## src/rtl/mem_arb_pkg.sv

```systemverilog
// Shared types and default widths for the unified memory port arbiter.
package mem_arb_pkg;

    typedef enum logic [2:0] {
        IDLE,
        BUSY_I,
        BUSY_D,
        DONE_I,
        DONE_D
    } arb_state_t;

    localparam int MEM_ADDR_W = 32;
    localparam int MEM_DATA_W = 32;

endpackage

```

## src/rtl/mem_port_arbiter.sv

```systemverilog
// Shares one variable-latency memory port between instruction fetch and data access.
// Data has priority; a grant streak counter forces a fetch grant to prevent starvation.
//
// state  | meaning
// IDLE   | no access in flight, pick a winner from pending requests
// BUSY_I | fetch access presented on the memory port, waiting for MemReady
// BUSY_D | data access presented on the memory port, waiting for MemReady
// DONE_I | IValid pulse; fetch request still held, so requests are ignored
// DONE_D | DValid pulse; data request still held, so requests are ignored
module mem_port_arbiter
    import mem_arb_pkg::*;
#(
    parameter int ADDR_WIDTH   = MEM_ADDR_W,
    parameter int DATA_WIDTH   = MEM_DATA_W,
    parameter int STARVE_LIMIT = 4
) (
    input  logic                  CLK,
    input  logic                  RST,
    input  logic                  IReq,
    input  logic [ADDR_WIDTH-1:0] IAddr,
    output logic [DATA_WIDTH-1:0] IRdata,
    output logic                  IValid,
    input  logic                  DReq,
    input  logic                  DWe,
    input  logic [ADDR_WIDTH-1:0] DAddr,
    input  logic [DATA_WIDTH-1:0] DWdata,
    output logic [DATA_WIDTH-1:0] DRdata,
    output logic                  DValid,
    output logic                  MemReq,
    output logic                  MemWe,
    output logic [ADDR_WIDTH-1:0] MemAddr,
    output logic [DATA_WIDTH-1:0] MemWdata,
    input  logic [DATA_WIDTH-1:0] MemRdata,
    input  logic                  MemReady,
    output logic                  StallF,
    output logic                  StallM
);

    localparam int STREAK_W = $clog2(STARVE_LIMIT + 1);
    localparam logic [STREAK_W-1:0] STREAK_MAX = STREAK_W'(STARVE_LIMIT);

    arb_state_t          state, nextState;
    logic [STREAK_W-1:0] streak, nextStreak;
    logic                grantI, grantD;

    always_comb begin
        nextState = state;
        grantI    = 1'b0;
        grantD    = 1'b0;
        case (state)
            IDLE: begin
                if (DReq && !(IReq && streak == STREAK_MAX)) begin
                    grantD    = 1'b1;
                    nextState = BUSY_D;
                end else if (IReq) begin
                    grantI    = 1'b1;
                    nextState = BUSY_I;
                end
            end
            BUSY_I:  if (MemReady) nextState = DONE_I;
            BUSY_D:  if (MemReady) nextState = DONE_D;
            DONE_I:  nextState = IDLE;
            DONE_D:  nextState = IDLE;
            default: nextState = IDLE;
        endcase
    end

    // Streak counts only data grants that bypassed a waiting fetch.
    always_comb begin
        nextStreak = streak;
        if (grantI) begin
            nextStreak = '0;
        end else if (grantD) begin
            if (!IReq)
                nextStreak = '0;
            else if (streak != STREAK_MAX)
                nextStreak = streak + STREAK_W'(1);
        end
    end

    always_ff @(posedge CLK or negedge RST) begin
        if (!RST) begin
            state  <= IDLE;
            streak <= '0;
        end else begin
            state  <= nextState;
            streak <= nextStreak;
        end
    end

    always_ff @(posedge CLK or negedge RST) begin
        if (!RST) begin
            MemReq   <= 1'b0;
            MemWe    <= 1'b0;
            MemAddr  <= '0;
            MemWdata <= '0;
        end else begin
            MemReq <= (nextState == BUSY_I) || (nextState == BUSY_D);
            if (grantD) begin
                MemWe    <= DWe;
                MemAddr  <= DAddr;
                MemWdata <= DWdata;
            end else if (grantI) begin
                MemWe   <= 1'b0;
                MemAddr <= IAddr;
            end else if (nextState != BUSY_D) begin
                MemWe <= 1'b0;
            end
        end
    end

    always_ff @(posedge CLK or negedge RST) begin
        if (!RST) begin
            IValid <= 1'b0;
            DValid <= 1'b0;
            IRdata <= '0;
            DRdata <= '0;
        end else begin
            IValid <= (nextState == DONE_I);
            DValid <= (nextState == DONE_D);
            if (state == BUSY_I && MemReady)
                IRdata <= MemRdata;
            if (state == BUSY_D && MemReady && !MemWe)
                DRdata <= MemRdata;
        end
    end

    assign StallF = IReq & ~IValid;
    assign StallM = DReq & ~DValid;

endmodule

```

## config.mk

```make
export PLATFORM = sky130hd
export DESIGN_NAME = mem_port_arbiter
export DESIGN_NICKNAME = d
export VERILOG_FILES = /design/src/rtl/mem_arb_pkg.sv /design/src/rtl/mem_port_arbiter.sv
export SDC_FILE = /design/constraint.sdc
export NUM_CORES = 1
export LEC_CHECK = 0
export CAP_MARGIN = 40
export CORE_MARGIN = 2
export CORE_UTILIZATION = 40
export CTS_CLUSTER_DIAMETER = 80
export DETAILED_ROUTE_END_ITERATION = 8
export PLACE_DENSITY = 0.76
export SYNTH_ARGS = -nofsm -noshare
export SYNTH_HDL_FRONTEND = slang
export SYNTH_SLANG_ARGS = --single-unit
```

## constraint.sdc

```tcl
create_clock -name CLK -period 2 [get_ports CLK]
set_input_delay 0.2 -clock CLK [delete_from_list [all_inputs] [get_ports CLK]]
set_output_delay 0.2 -clock CLK [all_outputs]
set_load 0.03 [all_outputs]
```

==> impl_metrics.yaml <==
pwr:
  portion_of_total_power_attributed_to_the_clock_network_pct: 18.5
  power_per_cell_area_nw_per_um2: 1800
  leakage_nw: 4.22
  power.switching_fraction_pct: 40.3
  total_power_mw: 16.6
  peakVddDrop_v: 0.000941
  power.switching_mw: 6.71
  intPower_mw: 9.93
  sequentialPowerShare_pct: 29.9
  power_frac_comb_pct: 51.6
place:
  pre_cts_ws_ps: 69.0
  dp_cells: 892
  port_buffers: 267
  dp.final_hpwl_um: 11200
  gp_routability_congestion: 0.788
synth:
  share_of_synthesized_cell_area_in_full_adder_half_adder_and_majority_cells_pct: 0.432
  synth-warning-count: 0
  yosysUniqueCellTypes: 31
  syn-mean-instance-area_um2: 12.5
  gate_count_post_synth: 462
  synth.area.mux_share_pct: 19.9
  synth_top_family_by_area: "multiplexers"
  synth-edff-count: 0
  synthDominantCellAreaShare_pct: 59.6
  compound_cell_area_share_of_the_yosys_netlist_pct: 4.27
  synth_simple_gate_area_share_pct: 11.4
  synthesis.nets: 598
  synthFlopType: "dfrtp_1"
  synth_sequential_area_ratio_pct: 59.6
  synthDominantAreaCellType: "dfrtp_1"
  ys_ff_latch: 138
  synth_top_area_cells: "dfrtp_1 (60%), nand2_1 (8.7%), mux2_4 (7.8%), mux2_2 (6.4%), mux2i_1 (5.5%)"
  synth.cells.most_frequent: "dfrtp_1 (138), nand2_1 (135), mux2_2 (33)"
  synth.most_common_cell: "dfrtp_1"
  synth_xor_area_share_pct: 0
  synth_area_um2: 5800
  synthArstFlopShare_pct: 100
worst_setup_path:
  worstPathMaxFanout: 3
  critical_path.slowest_cell: "clkdlybuf4s50_1"
  path_length_in_cells_of_the_critical_path: 1
  critical_path.startpoint_type: "flop"
  cp.buffers_inverters: 1
  slack_of_the_worst_reg_to_reg_path_ps: 220
  worst-endpoint-required_ps: 1800
  cp_cell_sequence: "clkdlybuf4s50_1"
  worst_reg_to_reg_cells: 7
  cp_slowest_stage_delay_ps: 740
  timing.critical_path.arrival_ps: 1580
  worstSetupPathType: "flop to output port"
  crit_family: "buffers and inverters"
  worstSetupEndpointType: "output port"
global_routing:
  global_route_wire_length_before_repair_um: 24900
  globalRoute.totalOverflow: 0
  grt_pass1_vias: 4817
  grt_antenna_before_repair: 1
  maximum_number_of_pins_on_one_net_before_global_route_repair: 65
  track_usage_pct: 20.1
timing:
  fin_crit_sh_pct: 89.2
  timing.hold.ws_ps: 298
  final.setup_skew_ps: 6.52
  timing_hold_violations_final: 0
  max_freq_ghz: 0.561
  finalCriticalPeriod_ps: 1780
  slew_headroom_pct: 66.0
  slew_at_the_pin_with_the_worst_max_slew_slack_ps: 509
  final.setup.worst_slack_ps: 217
  setup_viol_count_final: 0
  timing.final.max_slew_violations: 0
  setup_tns_ps: 0
  unrepaired_setup_endpoints_after_global_routing: "no"
clock_network:
  tritoncts: "yes"
  numCtsBuffers: 17
  post-cts-setup-buffers: 0
  cts_buffer_depth: 2
  clock_sink_count: 138
  worstSkewPairLatency_ps: 410
  cts_htree_levels: 4
  cts_repair_resize_count: 0
  ctsRootBufferMaster: "clkbuf_16"
  clkTransAtPathRegs_ps: 60
  cts_hold_repair.buffers: 1
floorplanning:
  num_io_pins: 268
  die_w_um: 124
  die_area_um2: 15500
  design.core.area_um2: 14000
  chipHeight_um: 124
  placementRows: 43
  floorplan.initialDensity_pct: 41.3
route:
  remaining_antenna_violation_count: 0
  post_drt_via_cell_ratio: 4.79
  detailroute.via_count: 4438
  wire_per_inst_um: 16.2
  drc: 0
  firstDrtPassIters: 4
  totalWireLength_um: 15000
  drtIter0Drc: 177
layout:
  drive_above_1_share_pct: 15.3
  nNetsFinal: 868
  layoutNonFillerInstCount: 926
  n_fill_cell: 1043
  syn2layout_area_growth_pct: 59.4
status:
  status: "finished clean"
run:
  max-cap-violations: 0
min_path:
  path_class_of_the_lowest_slack_min_delay_path: "input pin to asynchronous set/reset pin"
## per-layer routing
layer  wire, µm  vias to the layer above  global-route usage (%)
met2       7700                      172                    35.4
met3        896                       34                    5.41
li1           -                     2097                       -
met1       5920                     2135                    22.5
met5          0                        -                       0
met4        484                        0                    10.0
## cell usage in the layout (no fill, tap or decap), drive strengths merged, types with 2 or more instances in the layout
| cell type | synthesis | layout |
|---|---|---|
| buf | 24 | 13 |
| ha | 2 | 2 |
| a211oi | 2 | 2 |
| clkinv | 0 | 5 |
| mux2i | 32 | 32 |
| nor2b | 4 | 4 |
| inv | 4 | 6 |
| nand3 | 3 | 3 |
| clkinvlp | 0 | 3 |
| clkbuf | 3 | 20 |
| o21ai | 34 | 34 |
| nor2 | 5 | 5 |
| dfrtp | 138 | 138 |
| bufinv | 0 | 2 |
| nand2 | 135 | 135 |
| clkdlybuf4s50 | 0 | 264 |
| nor3 | 3 | 3 |
| a2111oi | 2 | 2 |
| a32o | 2 | 2 |
| mux2 | 64 | 64 |
## per-stage QoR
step / util (%) / cell area, µm²
after floorplan: - / 5800
after global placement: 61.5 / 8640
after detailed placement: 61.5 / 8640
after CTS: 65.8 / 9240
after global routing: 65.8 / 9240
final: 65.8 / 9240
## sequential cells by signal, indices dropped and copies added (netlist names)
signal,cells
DRdata,32
IRdata,32
MemAddr,32
MemWdata,32
state,3
streak,3
DValid,1
IValid,1
MemReq,1
MemWe,1
## power groups by stage
stage,Clock [mW],Combinational (mW),Sequential (mW)
after CTS,3.15,8.69,4.99
after detailed placement,0,8.68,5.00
final,3.07,8.59,4.98
after global routing,3.29,9.07,5.17
after floorplan,0,2.64,7.44
after global placement,0,8.49,4.94
## final timing paths
kind / startpoint / to
max in group asynchronous: RST / MemWdata[28]
min in group CLK: DWdata[5] / MemWdata[5]
min: RST / DRdata[8]
max reg2reg: streak[0] / MemAddr[31]
max: MemWe / MemWe
min reg2reg: MemWdata[10] / MemWdata[10]
## cell families after synthesis
kind of cell	after synthesis
and+or+nand+nor	153
DFF	138
adders and majority gates	2
muxes	96
buffers and inverters	31
AOI/OAI and AO/OA	42
## cell type report
cell class	count	area, µm²	share of cell area, %
clock buffers	20	447	4.83
repair buffers	278	2850	30.9
clock inverters	12	140	1.52
well taps	180	225	2.44
flip-flops and latches	138	3450	37.4
inverters	4	15.0	0.162
multi-input cells	293	2100	22.8
diodes	1	2.50	0.0271
Note: power is estimated with default switching activity, not from simulation.
